## config.mk

```make
export PLATFORM = sky130hd
export DESIGN_NAME = ex_mem_skid_stage
export DESIGN_NICKNAME = d
export VERILOG_FILES = /design/src/rtl/ex_mem_skid_stage.sv
export SDC_FILE = /design/constraint.sdc
export NUM_CORES = 1
export LEC_CHECK = 0
export CAP_MARGIN = 20
export CORE_UTILIZATION = 54
export CTS_CLUSTER_DIAMETER = 80
export DETAILED_ROUTE_END_ITERATION = 8
export DONT_BUFFER_PORTS = 1
export GPL_TIMING_DRIVEN = 1
export HOLD_SLACK_MARGIN = 0.06
export PLACE_DENSITY = 0.79
export SLEW_MARGIN = 20
export SYNTH_ARGS = -nofsm -noshare
export SYNTH_HDL_FRONTEND = slang
export SYNTH_SLANG_ARGS = --single-unit
```

## constraint.sdc

```tcl
create_clock -name clock -period 2.3 [get_ports clock]
set_clock_uncertainty 0.1 [all_clocks]
set_input_delay 0.115 -clock clock [delete_from_list [all_inputs] [get_ports clock]]
set_output_delay 0.115 -clock clock [all_outputs]
set_load 0.005 [all_outputs]
```

## src/rtl/ex_mem_skid_stage.sv

```systemverilog
// EX->MEM pipeline register with valid/ready handshake and a 2-entry skid buffer.
// MEM back-pressure never drops a beat. Flush empties the stage. A saturating counter records MEM stalls.
module ex_mem_skid_stage #(
  parameter int               DATA_W     = 16,
  parameter int               OPC_W      = 4,
  parameter int               REG_W      = 3,
  parameter logic [OPC_W-1:0] NOP_OPCODE = '0,
  parameter int               CNT_W      = 8
) (
  input  logic              clock,
  input  logic              reset,
  input  logic              flush,
  input  logic              in_valid,
  output logic              in_ready,
  input  logic [OPC_W-1:0]  in_opcode,
  input  logic              in_zero,
  input  logic [DATA_W-1:0] in_result,
  input  logic [DATA_W-1:0] in_store_data,
  input  logic [REG_W-1:0]  in_dest_reg,
  output logic              out_valid,
  input  logic              out_ready,
  output logic [OPC_W-1:0]  out_opcode,
  output logic              out_zero,
  output logic [DATA_W-1:0] out_result,
  output logic [DATA_W-1:0] out_store_data,
  output logic [REG_W-1:0]  out_dest_reg,
  output logic [CNT_W-1:0]  stall_cycles
);

  // state | meaning
  // EMPTY | no beat held, outputs show a bubble
  // ONE   | MAIN holds the beat presented to MEM
  // FULL  | MAIN presented, SKID holds the next beat, input blocked
  typedef enum logic [1:0] {EMPTY, ONE, FULL} state_t;

  typedef struct packed {
    logic [OPC_W-1:0]  opcode;
    logic              zero;
    logic [DATA_W-1:0] result;
    logic [DATA_W-1:0] store_data;
    logic [REG_W-1:0]  dest_reg;
  } beat_t;

  state_t           state;
  beat_t            main_q;
  beat_t            skid_q;
  beat_t            in_beat;
  logic             in_ready_q;
  logic [CNT_W-1:0] stall_q;
  logic             accept;
  logic             pop;

  assign in_beat = '{opcode: in_opcode, zero: in_zero, result: in_result,
                     store_data: in_store_data, dest_reg: in_dest_reg};

  assign in_ready  = in_ready_q;
  assign out_valid = (state != EMPTY);
  assign accept    = in_valid & in_ready_q;
  assign pop       = out_valid & out_ready;

  always_ff @(posedge clock) begin
    if (reset) begin
      state      <= EMPTY;
      in_ready_q <= 1'b1;
      main_q     <= '0;
      skid_q     <= '0;
      stall_q    <= '0;
    end else begin
      if (out_valid && !out_ready && (stall_q != {CNT_W{1'b1}}))
        stall_q <= stall_q + 1'b1;

      // A pop in the flush cycle has already been seen by MEM, so dropping everything is safe.
      if (flush) begin
        state      <= EMPTY;
        in_ready_q <= 1'b1;
      end else begin
        case (state)
          EMPTY: begin
            if (accept) begin
              main_q <= in_beat;
              state  <= ONE;
            end
          end
          ONE: begin
            if (accept && pop) begin
              main_q <= in_beat;
            end else if (accept) begin
              skid_q     <= in_beat;
              state      <= FULL;
              in_ready_q <= 1'b0;
            end else if (pop) begin
              state <= EMPTY;
            end
          end
          FULL: begin
            if (pop) begin
              main_q     <= skid_q;
              state      <= ONE;
              in_ready_q <= 1'b1;
            end
          end
          default: begin
            state      <= EMPTY;
            in_ready_q <= 1'b1;
          end
        endcase
      end
    end
  end

  assign out_opcode     = out_valid ? main_q.opcode     : NOP_OPCODE;
  assign out_zero       = out_valid ? main_q.zero       : 1'b0;
  assign out_result     = out_valid ? main_q.result     : '0;
  assign out_store_data = out_valid ? main_q.store_data : '0;
  assign out_dest_reg   = out_valid ? main_q.dest_reg   : '0;
  assign stall_cycles   = stall_q;

endmodule
```

== Word-level counts from Yosys, hierarchy flattened ==
Index checks and enable logic that the tools add are counted.

* $add $sub $neg: 1
* Multiply operators: 0
* Divide/modulo/power cells: 0
* Order comparisons: 0
* Eq/ne operators: 9
* Shift-type cells: 0
* Muxes and demuxes: 19
* Bitwise operators: 5
* Reductions and logical operators: 12

{| class="wikitable"
|+ Operators with widths
! kind !! count
|-
| 40-bit 2-to-1 mux || 3
|-
| 40-bit case mux with 3 select lines || 1
|-
| 16-bit 2-to-1 mux || 2
|-
| 4-bit AND reduction || 3
|-
| 2-bit 2-to-1 mux || 5
|-
| 2-bit inequality test, second input constant || 5
|-
| 8-bit by 1-bit adder with 8-bit output, second input constant || 1
|-
| 8-bit inequality test, second input constant || 1
|-
| 2-bit case mux with 3 select lines || 1
|-
| 5-bit AND reduction || 1
|-
| 1-bit 2-to-1 mux || 4
|-
| 4-bit 2-to-1 mux || 1
|-
| 1-bit logical AND || 3
|-
| 3-bit 2-to-1 mux || 1
|-
| 3-bit inequality test, second input constant || 1
|-
| 1-bit inverter || 3
|-
| 1-bit case mux with 3 select lines || 1
|-
| 3-bit nonzero test || 1
|-
| 1-bit bitwise AND || 2
|-
| 2-bit by 1-bit equality test with 1-bit output, second input constant || 1
|-
| 2-bit equality test, second input constant || 1
|-
| 2-bit logical NOT || 1
|-
| 2-bit nonzero test || 1
|-
| 2-bit OR reduction || 1
|-
| 1-bit logical NOT || 1
|}

* Bits in registers: 91
* Bits in latches: 0
* Memory bits (writable): 0
* Bits in read-only memories: 0
* Input port bits: 45
* Output and inout bits: 50
* Logic and storage cells: 59
* Memories kept: 0

== Longest topological paths before layout ==
* Word-level depth: 6
* Mapped depth: 6
* Depth with buffers taken out: 5

== Worst setup path after synthesis ==
No wires, ideal clock.

* Kind: register to register
* From: register stall_q[0], in the netlist stall_cycles[0]
* To: register stall_q[1], in the netlist stall_cycles[1]
* Setup time: 0.128 ns
* Arrival: 1.339 ns
* Data required time: 2.072 ns
* Slack: 0.733 ns
* Stages on the path, launching flop included: 6
* Buffers on the path: 0
* Period minus slack after synthesis: 1.567 ns
* Cell sequence: dfxtp_1 ha_1 nand4_1 o21ai_0 mux2i_1 nor2_1

* Word-level cells in the longest chain between the ends: 2
* Elaborated cells on any way between the ends: 3
* Classes of those cells: add/sub (1); eq/ne (1); reduce/logical (1)

{| class="wikitable"
|+ RTL lines
! what !! line !! RTL
|-
| from (decl) || 49 || <nowiki>logic [CNT_W-1:0] stall_q;</nowiki>
|-
| from (signal assigned) || 70 || <nowiki>stall_q <= stall_q + 1'b1;</nowiki>
|-
| branches (longest 2 deep; another with 8-bit by 1-bit adder with 8-bit output) || - ||
|}

Several ways; the timed one is not identified.
A chain may end at the register's enable or synchronous reset.

== Worst setup path in the final report ==
* From: register state[1]
* To: register skid_q[9] in the netlist's numbering

* Word-level cells in the longest chain between the ends: 5
* Elaborated cells on any way between the ends: 6
* Classes of those cells: eq/ne (1); bitwise (2); reduce/logical (3)

{| class="wikitable"
|+ RTL lines
! what !! line !! RTL
|-
| from (decl) || 44 || <nowiki>state_t state;</nowiki>
|-
| from (signal assigned) || 63 || <nowiki>state <= EMPTY;</nowiki>
|-
| from (signal assigned) || 74 || <nowiki>state <= EMPTY;</nowiki>
|-
| from (signal assigned) || 81 || <nowiki>state <= ONE;</nowiki>
|-
| 2-bit nonzero test || 57 || <nowiki>assign out_valid = (state != EMPTY);</nowiki>
|-
| 1-bit bitwise AND || 59 || <nowiki>assign pop = out_valid & out_ready;</nowiki>
|-
| 1-bit logical AND || 85 || <nowiki>if (accept && pop) begin</nowiki>
|-
| 1-bit inverter (no line) || - ||
|-
| 4-bit AND reduction (no line) * || - ||
|-
| to (signal assigned) || 88 || <nowiki>skid_q <= in_beat;</nowiki>
|-
| to (decl) || 46 || <nowiki>beat_t skid_q;</nowiki>
|}

Every way passes the cells marked *; elsewhere a longest branch is shown, timed or not.

==> metrics.cfg <==
[finish]
antenna_cells=0
final.fill_count=561
multi_input_area_um2=2190
area_growth_pct=21.9
regArea_um2=1830
final_util_pct=69.4
final_layout_size_suffix_gt1_share_pct=14.5
nets=552

[global_routing]
grtUsageTotal_pct=24.7
antenna_found_initial=0
grt_max_degree=81
grt_first_pass_wirelength_mm=16.1
grt_overflow_total=0
grt_pass1_vias=3401

[floorplan]
die_w_um=90.2
core.rowCount=31
pin_count=95
start_util_pct=56.9
die_y_um=90.2
core_area_um2=7370
dieArea_um2=8130

[worst_setup_path]
cp_slowest_cell=dlygate4sd3_1
worstPathRequired_ns=2.48
startpoint=state[1]$_SDFFE_PP0P_
r2r-start=state[1]$_SDFFE_PP0P_
reg2reg_depth=6
cp_top_family=buffers and inverters
worstSetupEndpointType=flip-flop
critPathMaxFanout=40
cpPeakStageDelay_ns=0.58
arrival_ns=2.36
cp_num_buf_inv=2
path_class=reg -> reg
cp.depth=6
path_cells=and4bb_2 > nor3b_4 > buf_12 > nand2_1 > a21oi_1 > dlygate4sd3_1
start_kind=flip-flop

[yosys]
synth_common_cells=dfxtp_1, nand2_1, nor2_1, mux2i_1
synth.most_common_cell=dfxtp_1
ys_types=37
syn_inst=459
syn_area_um2=4200
synth_area_leader_cell=dfxtp_1
syn_avg_cell_area_um2=9.14
synth_seq_area_share_pct=43.4
synth_area_leaders=dfxtp_1, a211oi_2, mux2i_1
ys.flop_type=dfxtp_1
synth.ff_latch_count=91
synth-async-reset-ratio_pct=0
yosys_warnings=0
synth-edff-count=0
synth_nets=505
synth_top_area_share_pct=43.4

[timing]
finalMaxSlewViolations=0
fin_crit_ns=2.17
hold_viol=0
setup_viol=0
relSlewSlack_pct=63.2
period_share_pct=94.4
rsz0062_at_grt=no
fmax_ghz=0.460
tightest_slew_ns=0.550
tns_ns=0

[clock_tree]
tritoncts=yes
clockRootBuffer=clkbuf_8
clk_latency_ns=0.34
cts_inserted_buffers=9
cts.sinks=91
clockBufferDepth=2
path_clk_slew_ns=0.09
h-tree-depth=3

[drt]
vias_per_cell=5.63
vias=3429
drtPass1Iterations=4
detail-route-antenna-nets=0
drc_errors=0
wl_mm=9.76
avgRoutedWirePerCell_um=16.0
drtIter0Drc=138

[hold_path]
hp-start=out_ready
hold_class=in -> reg
hold_depth=4

[pwr]
p_per_area_nw_per_um2=592
leakagePower_nw=2.07
ir_worst_vdd_v=0.000408

[placed_design]
dpl.hpwl_mm=5.31
io_buffers=0
gp_congestion=0.833

[job]
max_cap_viol_count=0

[status]
outcome=finished clean

-- layout make-up --
| type | instances | share of cell area (%) |
|---|---|---|
| well taps | 99 | 2.42 |
| clock inverters | 4 | 0.514 |
| inverters | 2 | 0.147 |
| multi-input cells | 330 | 42.9 |
| flip-flops and latches | 91 | 35.7 |
| repair buffers | 72 | 15.4 |
| clock buffers | 11 | 2.96 |
-- cells in the final DEF (no fill, tap or decap), types with 2 or more instances in the layout --
master / Yosys / layout
nand4b_1: 2 / 2
buf_12: 0 / 5
nand4_1: 3 / 3
dlygate4sd3_1: 0 / 64
o211ai_1: 2 / 2
nor2b_1: 41 / 41
nand3b_1: 3 / 3
and3_1: 2 / 2
nand2_1: 81 / 81
a311oi_1: 2 / 2
nor2_1: 48 / 47
a21oi_1: 41 / 41
nand3_1: 2 / 2
dfxtp_2: 0 / 3
a211oi_2: 40 / 40
inv_1: 2 / 2
clkinv_2: 0 / 2
xor2_1: 3 / 3
clkbuf_8: 0 / 11
mux2i_1: 42 / 42
dfxtp_1: 91 / 88
-- final timing paths --
| kind | endpoint | slack (ns) |
|---|---|---|
| worst min register to register | skid_q[28]$_SDFFE_PP0P_ | 0.36 |
| worst max-delay path | skid_q[9]$_SDFFE_PP0P_ | 0.13 |
| worst min-delay path | stall_cycles[2]$_SDFFE_PP0P_ | 0.13 |
| worst max register to register | skid_q[9]$_SDFFE_PP0P_ | 0.13 |
-- worst register-to-register path, stage by stage, from the launching register on --
cell	delay [ns]
dfxtp_2	0.39
and4bb_2	0.33
nor3b_4	0.22
buf_12	0.25
nand2_1	0.11
a21oi_1	0.14
dlygate4sd3_1	0.58
-- metrics by stage --
stage	total power, mW	std cells	setup slack [ns]	hold WS [ns]	area (um2)
2_1_floorplan	1.97	459	0.733	0.0871	4200
3_3_place_gp	1.96	528	0.526	0.0889	4250
3_5_place_dp	1.98	528	0.470	0.0893	4250
4_1_cts	3.06	608	0.0270	0.0988	5100
5_1_grt	3.16	609	0.0278	0.163	5110
6_report	3.03	609	0.128	0.132	5110
-- sequential cells by signal (all words and copies together) (netlist names) --
signal,flops
skid_q,40
main_q,40
state,2
in_ready,1
stall_cycles,8
-- power by group --
part | switching (mW) | internal [mW] | total [mW]
logic | 0.197 | 0.181 | 0.378
registers | 0.0345 | 1.64 | 1.68
clock network | 0.532 | 0.445 | 0.977
-- repair_timing --
| action | CTS | global route |
|---|---|---|
| endpoints found under the setup margin | 0 | 17 |
| hold buffers | 65 | 0 |
| resized for setup | 0 | 6 |
| hold endpoints to repair | 91 | 0 |
| setup buffers | 0 | 1 |
-- cell families after synthesis --
| logic type | after synthesis | synth area share [%] |
|---|---|---|
| AND/OR/NAND/NOR | 190 | 21.2 |
| AO/OA/AOI/OAI | 93 | 19.4 |
| flip-flops | 91 | 43.4 |
| multiplexers | 43 | 10.3 |
| buffers and inverters | 38 | 4.80 |
| XOR/XNOR | 3 | 0.626 |
| adder cells (fa/ha/maj) | 1 | 0.298 |
-- metal layers --
metal,track usage [%],vias to the layer above,wire length (um)
met3,5.67,17,513
met1,29.2,1645,4280
met4,11.4,0,199
met2,42.4,106,4770
li1,-,1661,-
met5,0,-,0
Power figures use the tool's default switching activity.
